===== src/rtl/conv_pkg.sv =====
// Shared definitions for the convolution sequencer: default geometry, derived
// sizes and the sequencer state encoding.
package conv_pkg;

    localparam int unsigned DEF_BITS        = 9;
    localparam int unsigned DEF_KERNEL_SIZE = 3;
    localparam int unsigned DEF_IMG_LENGTH  = 16;
    localparam int unsigned DEF_IMG_HEIGHT  = 16;
    localparam int unsigned DEF_MAC_LAT     = 2;

    localparam int unsigned KCOEFS = DEF_KERNEL_SIZE * DEF_KERNEL_SIZE;
    localparam int unsigned NPIX   = DEF_IMG_LENGTH * DEF_IMG_HEIGHT;

    typedef enum logic [2:0] {
        StIdle,
        StClear,
        StLoadK,
        StStream,
        StDrain,
        StDone
    } conv_state_e;

    // Counter width able to hold 0..n-1, never narrower than one bit.
    function automatic int unsigned cnt_width(input int unsigned n);
        return (n > 1) ? $clog2(n) : 1;
    endfunction

endpackage


===== src/rtl/conv_tag_delay.sv =====
// Fixed-depth delay line for the per-pixel window/last tags, aligning them with
// the datapath MAC result. Synchronous flush empties the line.
module conv_tag_delay
    import conv_pkg::*;
#(
    parameter int unsigned DEPTH = DEF_MAC_LAT
) (
    input  logic clk,
    input  logic reset,
    input  logic flush,
    input  logic in_win,
    input  logic in_last,
    output logic out_win,
    output logic out_last
);

    logic [DEPTH-1:0] win_q;
    logic [DEPTH-1:0] last_q;

    always_ff @(posedge clk) begin
        if (reset || flush) begin
            win_q  <= '0;
            last_q <= '0;
        end else begin
            win_q[0]  <= in_win;
            last_q[0] <= in_last;
            for (int i = 1; i < int'(DEPTH); i++) begin
                win_q[i]  <= win_q[i-1];
                last_q[i] <= last_q[i-1];
            end
        end
    end

    assign out_win  = win_q[DEPTH-1];
    assign out_last = last_q[DEPTH-1];

endmodule


===== src/rtl/conv_sequencer.sv =====
// Frame sequencer for a streaming 2-D convolution core: loads the kernel, streams
// one frame of pixels into the datapath and tags/forwards the valid MAC results.
module conv_sequencer
    import conv_pkg::*;
#(
    parameter int unsigned BITS        = DEF_BITS,
    parameter int unsigned KERNEL_SIZE = DEF_KERNEL_SIZE,
    parameter int unsigned IMG_LENGTH  = DEF_IMG_LENGTH,
    parameter int unsigned IMG_HEIGHT  = DEF_IMG_HEIGHT,
    parameter int unsigned MAC_LAT     = DEF_MAC_LAT
) (
    input  logic            clk,
    input  logic            reset,
    input  logic            start,
    input  logic            abort,
    input  logic            kernel_valid,
    input  logic [BITS-1:0] kernel_data,
    output logic            kernel_ready,
    input  logic            pix_valid,
    input  logic [BITS-1:0] pix_data,
    output logic            pix_ready,
    output logic            core_reset,
    output logic            kern_we,
    output logic [BITS-1:0] kern_wdata,
    output logic            img_we,
    output logic [BITS-1:0] img_wdata,
    input  logic            mac_valid,
    input  logic [BITS-1:0] mac_pixel,
    output logic            out_valid,
    output logic [BITS-1:0] out_pixel,
    output logic            out_last,
    output logic            busy,
    output logic            done,
    output logic            err_underrun,
    output logic            err_mac
);

    localparam int unsigned NumCoefs = KERNEL_SIZE * KERNEL_SIZE;
    localparam int unsigned KW = cnt_width(NumCoefs + 1);
    localparam int unsigned CW = cnt_width(IMG_LENGTH);
    localparam int unsigned RW = cnt_width(IMG_HEIGHT);
    localparam int unsigned DW = cnt_width(MAC_LAT);

    localparam logic [KW-1:0] KLast  = KW'(NumCoefs - 1);
    localparam logic [CW-1:0] ColMax = CW'(IMG_LENGTH - 1);
    localparam logic [RW-1:0] RowMax = RW'(IMG_HEIGHT - 1);
    localparam logic [CW-1:0] ColWin = CW'(KERNEL_SIZE - 1);
    localparam logic [RW-1:0] RowWin = RW'(KERNEL_SIZE - 1);
    localparam logic [DW-1:0] DLast  = DW'(MAC_LAT - 1);

    conv_state_e   state_q, state_d;
    logic [KW-1:0] kcnt_q, kcnt_d;
    logic [CW-1:0] col_q, col_d;
    logic [RW-1:0] row_q, row_d;
    logic [DW-1:0] dcnt_q, dcnt_d;
    logic          err_underrun_q, err_underrun_d;
    logic          err_mac_q, err_mac_d;

    logic in_clear, in_load, in_stream, in_drain, in_done, in_busy, abort_hit;
    logic tag_win, tag_last, dly_win, dly_last;

    assign in_clear  = (state_q == StClear);
    assign in_load   = (state_q == StLoadK);
    assign in_stream = (state_q == StStream);
    assign in_drain  = (state_q == StDrain);
    assign in_done   = (state_q == StDone);
    assign in_busy   = in_clear | in_load | in_stream | in_drain;
    assign abort_hit = in_busy & abort;

    always_comb begin
        state_d        = state_q;
        kcnt_d         = kcnt_q;
        col_d          = col_q;
        row_d          = row_q;
        dcnt_d         = dcnt_q;
        err_underrun_d = err_underrun_q;
        err_mac_d      = err_mac_q;

        unique case (state_q)
            StIdle: begin
                if (start && !abort) state_d = StClear;
            end
            StClear: begin
                kcnt_d  = '0;
                col_d   = '0;
                row_d   = '0;
                dcnt_d  = '0;
                state_d = StLoadK;
            end
            StLoadK: begin
                if (kernel_valid) begin
                    kcnt_d = kcnt_q + 1'b1;
                    if (kcnt_q == KLast) state_d = StStream;
                end
            end
            StStream: begin
                if (col_q == ColMax) begin
                    col_d = '0;
                    row_d = (row_q == RowMax) ? '0 : row_q + 1'b1;
                    if (row_q == RowMax) state_d = StDrain;
                end else begin
                    col_d = col_q + 1'b1;
                end
            end
            StDrain: begin
                if (dcnt_q == DLast) state_d = StDone;
                else                 dcnt_d  = dcnt_q + 1'b1;
            end
            StDone: begin
                state_d = StIdle;
            end
            default: begin
                state_d = StIdle;
            end
        endcase

        if (abort_hit) state_d = StIdle;

        // Error flags are sticky within a frame and only cleared by the next CLEAR.
        if (in_clear) begin
            err_underrun_d = 1'b0;
            err_mac_d      = 1'b0;
        end else begin
            if (in_stream && !pix_valid) err_underrun_d = 1'b1;
            if (dly_win && !mac_valid)   err_mac_d      = 1'b1;
        end
    end

    always_ff @(posedge clk) begin
        if (reset) begin
            state_q        <= StIdle;
            kcnt_q         <= '0;
            col_q          <= '0;
            row_q          <= '0;
            dcnt_q         <= '0;
            err_underrun_q <= 1'b0;
            err_mac_q      <= 1'b0;
        end else begin
            state_q        <= state_d;
            kcnt_q         <= kcnt_d;
            col_q          <= col_d;
            row_q          <= row_d;
            dcnt_q         <= dcnt_d;
            err_underrun_q <= err_underrun_d;
            err_mac_q      <= err_mac_d;
        end
    end

    // Tags for the pixel being written this cycle.
    assign tag_win  = img_we & (row_q >= RowWin) & (col_q >= ColWin);
    assign tag_last = img_we & (row_q == RowMax) & (col_q == ColMax);

    conv_tag_delay #(
        .DEPTH(MAC_LAT)
    ) u_tag_delay (
        .clk     (clk),
        .reset   (reset),
        .flush   (in_clear | abort_hit),
        .in_win  (tag_win),
        .in_last (tag_last),
        .out_win (dly_win),
        .out_last(dly_last)
    );

    // Every output except core_reset is forced low while reset is held.
    assign core_reset   = reset | in_clear | abort_hit;
    assign kernel_ready = in_load & ~reset;
    assign kern_we      = kernel_ready & kernel_valid;
    assign kern_wdata   = kernel_ready ? kernel_data : '0;
    assign pix_ready    = in_stream & ~reset;
    assign img_we       = pix_ready;
    assign img_wdata    = (img_we && pix_valid) ? pix_data : '0;
    assign out_valid    = dly_win & ~reset;
    assign out_pixel    = out_valid ? mac_pixel : '0;
    assign out_last     = out_valid & dly_last;
    assign busy         = in_busy & ~reset;
    assign done         = in_done & ~reset;
    assign err_underrun = err_underrun_q & ~reset;
    assign err_mac      = err_mac_q & ~reset;

endmodule


===== config.mk =====
export PLATFORM = sky130hd
export DESIGN_NAME = conv_sequencer
export DESIGN_NICKNAME = d
export VERILOG_FILES = /design/src/rtl/conv_pkg.sv /design/src/rtl/conv_tag_delay.sv /design/src/rtl/conv_sequencer.sv
export SDC_FILE = /design/constraint.sdc
export NUM_CORES = 1
export LEC_CHECK = 0
export BUFFER_PORTS_ARGS = -buffer_cell sky130_fd_sc_hd__buf_2
export CAP_MARGIN = 20
export CORE_MARGIN = 4
export CORE_UTILIZATION = 41
export DETAILED_ROUTE_END_ITERATION = 8
export PLACE_DENSITY = 0.76
export SKIP_CTS_REPAIR_TIMING = 1
export SLEW_MARGIN = 20
export SYNTH_ARGS = -nofsm -noshare
export SYNTH_HDL_FRONTEND = slang
export SYNTH_SLANG_ARGS = --single-unit

===== constraint.sdc =====
create_clock -name clk -period 1.4 [get_ports clk]
set_input_delay 0.07 -clock clk [delete_from_list [all_inputs] [get_ports clk]]
set_output_delay 0.07 -clock clk [all_outputs]
set_load 0.1 [all_outputs]

Word-level counts from Yosys, hierarchy flattened
Cells that the tools add are included.
{ "word_totals": {"reg_bits": 22, "in_bits": 34, "out_inout_bits": 38, "ram_bits": 0, "elab_cells": 86, "rom_bits": 0, "latch_bits": 0, "memories": 0} }
{ "op_classes": {"muxes": 19, "order_cmp": 2, "addsub": 4, "bitwise": 21, "div_mod_pow": 0, "n_mul": 0, "shift": 0, "n_reduce_logical": 17, "n_eq_ne": 14} }
{ "ops": {"columns": ["op", "count"], "rows": [
  ["$mux W9", 3],
  ["$pmux W4 S2", 3],
  ["$mux W3", 6],
  ["$mux W4", 4],
  ["$pmux W3 S5", 1],
  ["$and A1 B1 Y1", 14],
  ["$add A4 B1 Y4 const B", 3],
  ["$eq A4 B4 Y1 const B", 3],
  ["$ge A4 B2 Y1 const B", 2],
  ["$eq A3 B2 Y1 const B", 2],
  ["$eq A3 B3 Y1 const B", 2],
  ["$ne A2 B1 Y1 const B", 3],
  ["$ne A2 B2 Y1 const B", 3],
  ["$or A1 B1 Y1", 6],
  ["$reduce_and A6 Y1", 1],
  ["$reduce_bool A2 Y1", 3],
  ["$logic_and A1 B1 Y1", 4],
  ["$reduce_and A2 Y1", 2],
  ["$reduce_or A2 Y1", 2],
  ["$eq A3 B1 Y1 const B", 1],
  ["$logic_not A1 Y1", 3],
  ["$logic_not A3 Y1", 1],
  ["$pmux W1 S2", 1],
  ["$add A1 B1 Y1 const B", 1],
  ["other kinds (3)", 3]
]} }

Logic depth before layout (Yosys ltp)
Gate-level depths: netlist of the first run.
{ "logic_depth": {"word_depth": 7, "ltp_mapped": 6} }

Hierarchy
From an unflattened synthesis of the first run, not the netlist that was laid out.
{ "hier_totals": {"hier_cells": 189, "area_unflattened_um2": 1485.2} }
{ "modules_own_cells": {"columns": ["module", "seq_area_each_um2", "area_per_inst_um2", "instances", "cells_per_inst"], "rows": [
  ["conv_sequencer", 360.3, 1375.1, 1, 181],
  ["conv_tag_delay", 80.1, 110.1, 1, 8]
]} }

Least setup slack after synthesis of the first run
Ideal clock, no wire load.
{ "synth_path": {"path_kind": "reg2out", "startpoint": "reg state_q[2]", "endpoint": "out done", "path_stages_with_launch": 4, "arrival_ns": 2.752, "path_buffers": 1, "slack_ns": -1.422, "cell_sequence": "dfxtp_1 -> buf_2 -> inv_2 -> nor3_1"} }
{ "synth_between": {"elab_chain_len": 2} }
{ "synth_lines": {"columns": ["element", "line", "text"], "rows": [
  ["start, declared", "conv_sequencer.sv:51", "conv_state_e state_q, state_d;"],
  ["start signal, assigned", "conv_sequencer.sv:131", "state_q <= StIdle;"],
  ["start signal, assigned", "conv_sequencer.sv:139", "state_q <= state_d;"],
  ["$eq A3 B3 Y1", "conv_sequencer.sv:66", "assign in_done = (state_q == StDone);"],
  ["$and A1 B1 Y1", "conv_sequencer.sv:177", "assign done = in_done & ~reset;"],
  ["end, declared", "conv_sequencer.sv:33", "output logic done,"]
]} }
Every way passes these cells.

Worst setup path after layout of the first run
{ "layout_path": {"startpoint": "reg state_q[2]", "endpoint": "out kern_wdata[8]"} }
{ "layout_between": {"elab_chain_len": 3} }
{ "layout_lines": {"columns": ["element", "line", "text"], "rows": [
  ["$eq A3 B2 Y1", "conv_sequencer.sv:63", "assign in_load = (state_q == StLoadK);"],
  ["$and A1 B1 Y1", "conv_sequencer.sv:167", "assign kernel_ready = in_load & ~reset;"],
  ["$mux W9", "conv_sequencer.sv:169", "assign kern_wdata = kernel_ready ? kernel_data : '0;"],
  ["end, declared", "conv_sequencer.sv:24", "output logic [BITS-1:0] kern_wdata,"]
]} }
Every way passes these cells.

==> results of run 1 <==
==> layer usage <==
layer / part of all wire [%] / routed length (um) / track usage, %
met5: 0 / 0 / 0
met4: 5.7 / 396 / 5.838
met3: 9.7 / 672 / 4.722
met2: 51 / 3542 / 44.31
met1: 34 / 2343 / 21.84
==> worst max-delay path, delay by kind of cell (launching register included) <==
kind | cells | cell delay (ps)
simple gates | 2 | 490
flops | 1 | 410
buf+inv | 2 | 400
==> path summary, 6_finish.rpt <==
| path | start | cells past startpoint | end | slack (ps) |
|---|---|---|---|---|
| min reg2reg | u_tag_delay.last_q[0] | 1 | u_tag_delay.last_q[1] | 480 |
| max reg2reg | state_q[0] | 7 | kcnt_q[3] | -230 |
| min | abort | 2 | u_tag_delay.last_q[0] | 70 |
| max | state_q[2] | 4 | kern_wdata[8] | -310 |
==> area by class of cell <==
| class | count | area [um^2] | area share, % |
|---|---|---|---|
| repair buffers | 102 | 1140 | 40.27 |
| multi-input cells | 133 | 1104 | 38.99 |
| flip-flops and latches | 22 | 454.2 | 16.05 |
| well taps | 44 | 55.05 | 1.945 |
| inverters | 10 | 46.29 | 1.636 |
| clock buffers | 3 | 22.52 | 0.7958 |
| repair inverters | 1 | 6.256 | 0.2210 |
| diodes | 1 | 2.502 | 0.08842 |
==> state kept, by name, indices dropped and copies added (netlist names) <==
register            flops
col_q                   4
kcnt_q                  4
err_underrun_q          1
err_mac_q               1
u_tag_delay.last_q      2
dcnt_q                  1
state_q                 3
row_q                   4
u_tag_delay.win_q       2
==> report_power, final <==
part | leakage (nW) | switching [mW] | total, mW | internal (mW)
clock network | 0.0138 | 0.229 | 0.331 | 0.102
logic | 0.994 | 0.169 | 0.287 | 0.118
registers | 0.181 | 0.00831 | 0.636 | 0.627
==> cells in the mapped netlist (all sizes together) <==
library cell	count
nor4	6
mux2i	1
o21ai	5
buf	7
nor4b	1
or3	1
xor2	1
nor2b	6
nand4	1
nor2	17
nand3	8
and3	9
a21o	2
inv	10
xnor2	4
dfxtp	22
a31oi	1
a22o	2
a41oi	1
ha	6
and2	22
a211o	1
nor3	6
nor3b	2
nand3b	3
o2bb2ai	1
a21oi	13
nand2	2
nand4b	2
o21bai	2
nand2b	3
o22ai	1
a211oi	2
clkbuf	4
a311oi	1
==> cell families after synthesis <==
family | count (synthesis) | share of synthesized area, %
buffers and inverters | 21 | 6.589
AOI/OAI and AO/OA | 32 | 15.67
muxes | 1 | 0.7124
and+or+nand+nor | 89 | 37.22
DFF | 22 | 31.34
adders and majority gates | 6 | 5.343
xor gates and xnor gates | 5 | 3.117
==> flow_metrics.env, run 1 <==
export IMPL_slew_headroom_pct=66.46
export IMPL_rows=20
export IMPL_ios=72
export IMPL_max_freq_mhz=583.2
export IMPL_period_share_pct=122.5
export IMPL_cp_end_kind="primary output"
export IMPL_viasPerCell=5.927
export IMPL_synth_seq_area_share_pct=31.34
export IMPL_synth_area_top_cells="dfxtp_1, and2_1, ha_1"
export IMPL_worstPathRequired_ps=1330
export IMPL_tightest_slew_ps=506.6
export IMPL_power_density_nw_per_um2=442.9
export IMPL_final_common_cell="buf_12"
export IMPL_hold_ws_ps=65.03
export IMPL_clock_latency_ps=340
export IMPL_crit_type="reg -> out"
export IMPL_drive_above_1_share_pct=60.89
export IMPL_yosys_warnings=0
export IMPL_irDropWorstVdd_mv=0.5638
export IMPL_grt_overflow=0
export IMPL_grt_pass1_wl_mm=7.493
export IMPL_synthCells=176
export IMPL_grt_antenna_before_repair=1
export IMPL_dieArea_um2=4428
export IMPL_syn2layout_area_growth_pct=101.4
export IMPL_rsz0062_at_grt="yes"
export IMPL_setup_tns_ps=-8365
export IMPL_grt_max_degree=16
export IMPL_dr_pass1_iters=6
export IMPL_track_usage_pct=21.88
export IMPL_final_cell_mix="buf_12, buf_2, buf_4, and2_4, dfxtp_1"
export IMPL_core_area_um2=3153
export IMPL_outcome="finished, violations left"
export IMPL_cp_arrival_ps=1640
export IMPL_dp_slack_ps=-29.57
export IMPL_fill_cells=125
export IMPL_ys_types=42
export IMPL_io_buffer_count=71
export IMPL_dp_cells=300
export IMPL_avgSynthCellArea_um2=7.984
export IMPL_cp_cell_sequence="nor4b_2, buf_4, and2_2, buf_12"
export IMPL_clkTransAtPathRegs_ps=140
export IMPL_grt_pass1_vias=1650
export IMPL_synthesis_nets=216
export IMPL_final_cells=316
export IMPL_cts_tree="done"
export IMPL_finalWirelength_mm=6.954
export IMPL_die_h_um=66.54
export IMPL_dp_hpwl_mm=4.121
export IMPL_drt_iter0_markers=174
export IMPL_yosysTopAreaCellShare_pct=31.34
export IMPL_final_hold_viol_count=0
export IMPL_crit_path_start_kind="flop"
export IMPL_worstHoldPathType="in -> reg"
export IMPL_slew_violations=0
export IMPL_cp_max_fo=11
export IMPL_remaining_drc_errors=0
export IMPL_finalSetupViolations=43
export IMPL_fin_area_um2=2830
export IMPL_fin_ws_ps=-314.6
export IMPL_cts_num_sinks=22
export IMPL_cts_made_buffers=3
export IMPL_num_vias=1873
export IMPL_routabilityCongestion=0.8176
export IMPL_cellLeakagePower_nw=1.189
export IMPL_maxCapViolCount=0
export IMPL_power_mw=1.253
export IMPL_cp_slowest_stage_delay_ps=410
export IMPL_yosys_area_top_type="dfxtp_1"
export IMPL_worst_path_max_delay_cell="dfxtp_4"
export IMPL_routedWlPerCell_um=22.01
export IMPL_violations="negative setup slack"
export IMPL_nets=313
export IMPL_clock_path_buffers=2
export IMPL_htreeDepth=1
export IMPL_post_route_util_pct=89.76
export IMPL_die_x_um=66.54
export IMPL_placed_area_um2=2601
export IMPL_finClkSkew_ps=4.911
export IMPL_syn_area_um2=1405
export IMPL_cts_root_buf="clkbuf_4"
export IMPL_period_minus_slack_ps=1715
export IMPL_ys_seq_elements=22
export IMPL_start_util_pct=44.56
export IMPL_drtAntennaViolNets=0
No activity file was read; power rests on OpenSTA's default activity.
==> run 2, diff against run 1 <==
--- a/config.mk
+++ b/config.mk
@@ -10,7 +10,7 @@
 export CORE_MARGIN = 4
 export CORE_UTILIZATION = 41
 export DETAILED_ROUTE_END_ITERATION = 8
-export PLACE_DENSITY = 0.76
+export PLACE_DENSITY_LB_ADDON = 0.25
 export SKIP_CTS_REPAIR_TIMING = 1
 export SLEW_MARGIN = 20
 export SYNTH_ARGS = -nofsm -noshare
==> run 2 against run 1 <==
Effect of this change: the run still ends with negative setup slack left; die area is the same; fmax shrank 1.5%; core utilization shrank 2.2 points; routed wire length shrank 11%; worst hold slack gained 3.1 ps; sequential power is essentially flat; count of clock-buffer cells in the layout is the same; sequential share of layout area grew 0.31 points; largest power group unchanged.
==> flow_metrics.env, run 2 (synthesized netlist as in run 1, its figures left out) <==
export IMPL_period_share_pct=124.3
export IMPL_drt_iter0_markers=89
export IMPL_reg_top3="col_q x4, kcnt_q x4, row_q x4"
export IMPL_cp_end_kind="primary output"
export IMPL_dp_cells=302
export IMPL_hold_path_startpoint="abort"
export IMPL_dieArea_um2=4428
export IMPL_maxCapViolCount=0
export IMPL_outcome="finished, violations left"
export IMPL_die_x_um=66.54
export IMPL_slew_headroom_pct=67.09
export IMPL_tightest_slew_ps=497.1
export IMPL_drive_above_1_share_pct=58.65
export IMPL_finalWirelength_mm=6.164
export IMPL_final_cell_mix="buf_12, buf_2, buf_4, dfxtp_1, and2_4"
export IMPL_final_cells=311
export IMPL_crit_type="reg -> out"
export IMPL_regArea_um2=451.7
export IMPL_worstReg2RegStart="state_q[0]"
export IMPL_cellLeakagePower_nw=1.166
export IMPL_clock_latency_ps=340
export IMPL_finClkSkew_ps=13.71
export IMPL_die_h_um=66.54
export IMPL_grt_max_degree=14
export IMPL_clkTransAtPathRegs_ps=130
export IMPL_cts_num_sinks=22
export IMPL_final_common_cell="buf_12"
export IMPL_clock_path_buffers=2
export IMPL_io_buffer_count=71
export IMPL_finalSetupViolations=37
export IMPL_viasPerCell=5.611
export IMPL_cts_made_buffers=3
export IMPL_setup_tns_ps=-7706
export IMPL_regToRegEndpoint="row_q[3]"
export IMPL_nets=308
export IMPL_htreeDepth=1
export IMPL_fill_cells=138
export IMPL_violations="negative setup slack"
export IMPL_drtAntennaViolNets=0
export IMPL_placed_area_um2=2604
export IMPL_track_usage_pct=25.21
export IMPL_num_vias=1745
export IMPL_ios=72
export IMPL_grt_antenna_before_repair=0
export IMPL_start_util_pct=44.56
export IMPL_hold_end="state_q[2]"
export IMPL_syn2layout_area_growth_pct=96.53
export IMPL_dr_pass1_iters=4
export IMPL_crit_path_start_kind="flop"
export IMPL_r2r_cells=5
export IMPL_worstHoldPathType="in -> reg"
export IMPL_core_area_um2=3153
export IMPL_remaining_drc_errors=0
export IMPL_cts_root_buf="clkbuf_4"
export IMPL_power_density_nw_per_um2=439.7
export IMPL_fin_area_um2=2761
export IMPL_fin_ws_ps=-340.2
export IMPL_grt_pass1_wl_mm=8.335
export IMPL_slew_violations=0
export IMPL_rows=20
export IMPL_cts_tree="done"
export IMPL_hold_depth=2
export IMPL_worstPathRequired_ps=1330
export IMPL_dp_hpwl_mm=4.335
export IMPL_max_freq_mhz=574.6
export IMPL_grt_pass1_vias=1642
export IMPL_power_mw=1.214
export IMPL_grt_overflow=0
export IMPL_dp_slack_ps=-97.87
export IMPL_cp_arrival_ps=1670
export IMPL_period_minus_slack_ps=1740
export IMPL_multiInputGateArea_um2=1081
export IMPL_rsz0062_at_grt="yes"
export IMPL_irDropWorstVdd_mv=0.5478
export IMPL_routabilityCongestion=0.7820
export IMPL_cp_max_fo=7
export IMPL_r2r_setup_slack_ps=-70
export IMPL_final_hold_viol_count=0
export IMPL_routedWlPerCell_um=19.82
## run 2: cell count changes in the layout (fill, tap and decap cells not counted), moves of 2 or more
cell	change
dfxtp_1	+2
buf_4	-6
dfxtp_2	-2
ha_1	+2
buf_6	+3
## run 2: layer usage
metal / up-vias / GRT usage (%) / share of wire [%]
met1: 817 / 28.15 / 36
li1: 797 / - / -
met5: - / 0 / 0
met2: 114 / 45.42 / 51
met3: 17 / 5.059 / 8.9
met4: 0 / 11.42 / 3.3
## run 2: stage by stage
step                      util [%]  hold slack (ps)
after CTS                    83.29            42.39
after detailed placement     82.58            393.2
final                        87.58            68.10
after global routing         87.50            77.71
after global placement       82.58            366.1
after floorplan                  -            231.9
## run 2: where the power goes
group	internal [mW]	switching, mW	total, mW
Combinational	0.105	0.160	0.266
Sequential	0.627	0.00727	0.634
Clock	0.102	0.213	0.314
Total	0.834	0.380	1.21
## run 2: critical path, cell delays in order (launching register included)
cell and delay (ps):
dfxtp_4 430, nand2b_4 140, a21oi_2 60, a311oi_4 320, clkinvlp_4 170, buf_6 200
## run 2: area by class of cell
cell class / instances / share of cell area [%]
Antenna cell: 1 / 0.09062
Clock buffer: 3 / 0.8156
Inverter: 10 / 1.676
Multi-Input combinational cell: 133 / 39.15
Sequential cell: 22 / 16.36
Tap cell: 44 / 1.994
Timing Repair Buffer: 97 / 39.69
Timing Repair inverter: 1 / 0.2266
## run 2: how the worst max path moves through the flow
stage                     cells past startpoint  startpoint  slack, ps       endpoint
after floorplan                               3  state_q[1]       -120           done
after global placement                        5    col_q[0]        -20       row_q[3]
after detailed placement                      5    col_q[1]       -100       row_q[3]
after CTS                                     4  state_q[1]       -450  kern_wdata[8]
after global routing                          5  state_q[2]       -370     core_reset
final                                         5  state_q[2]       -340     core_reset
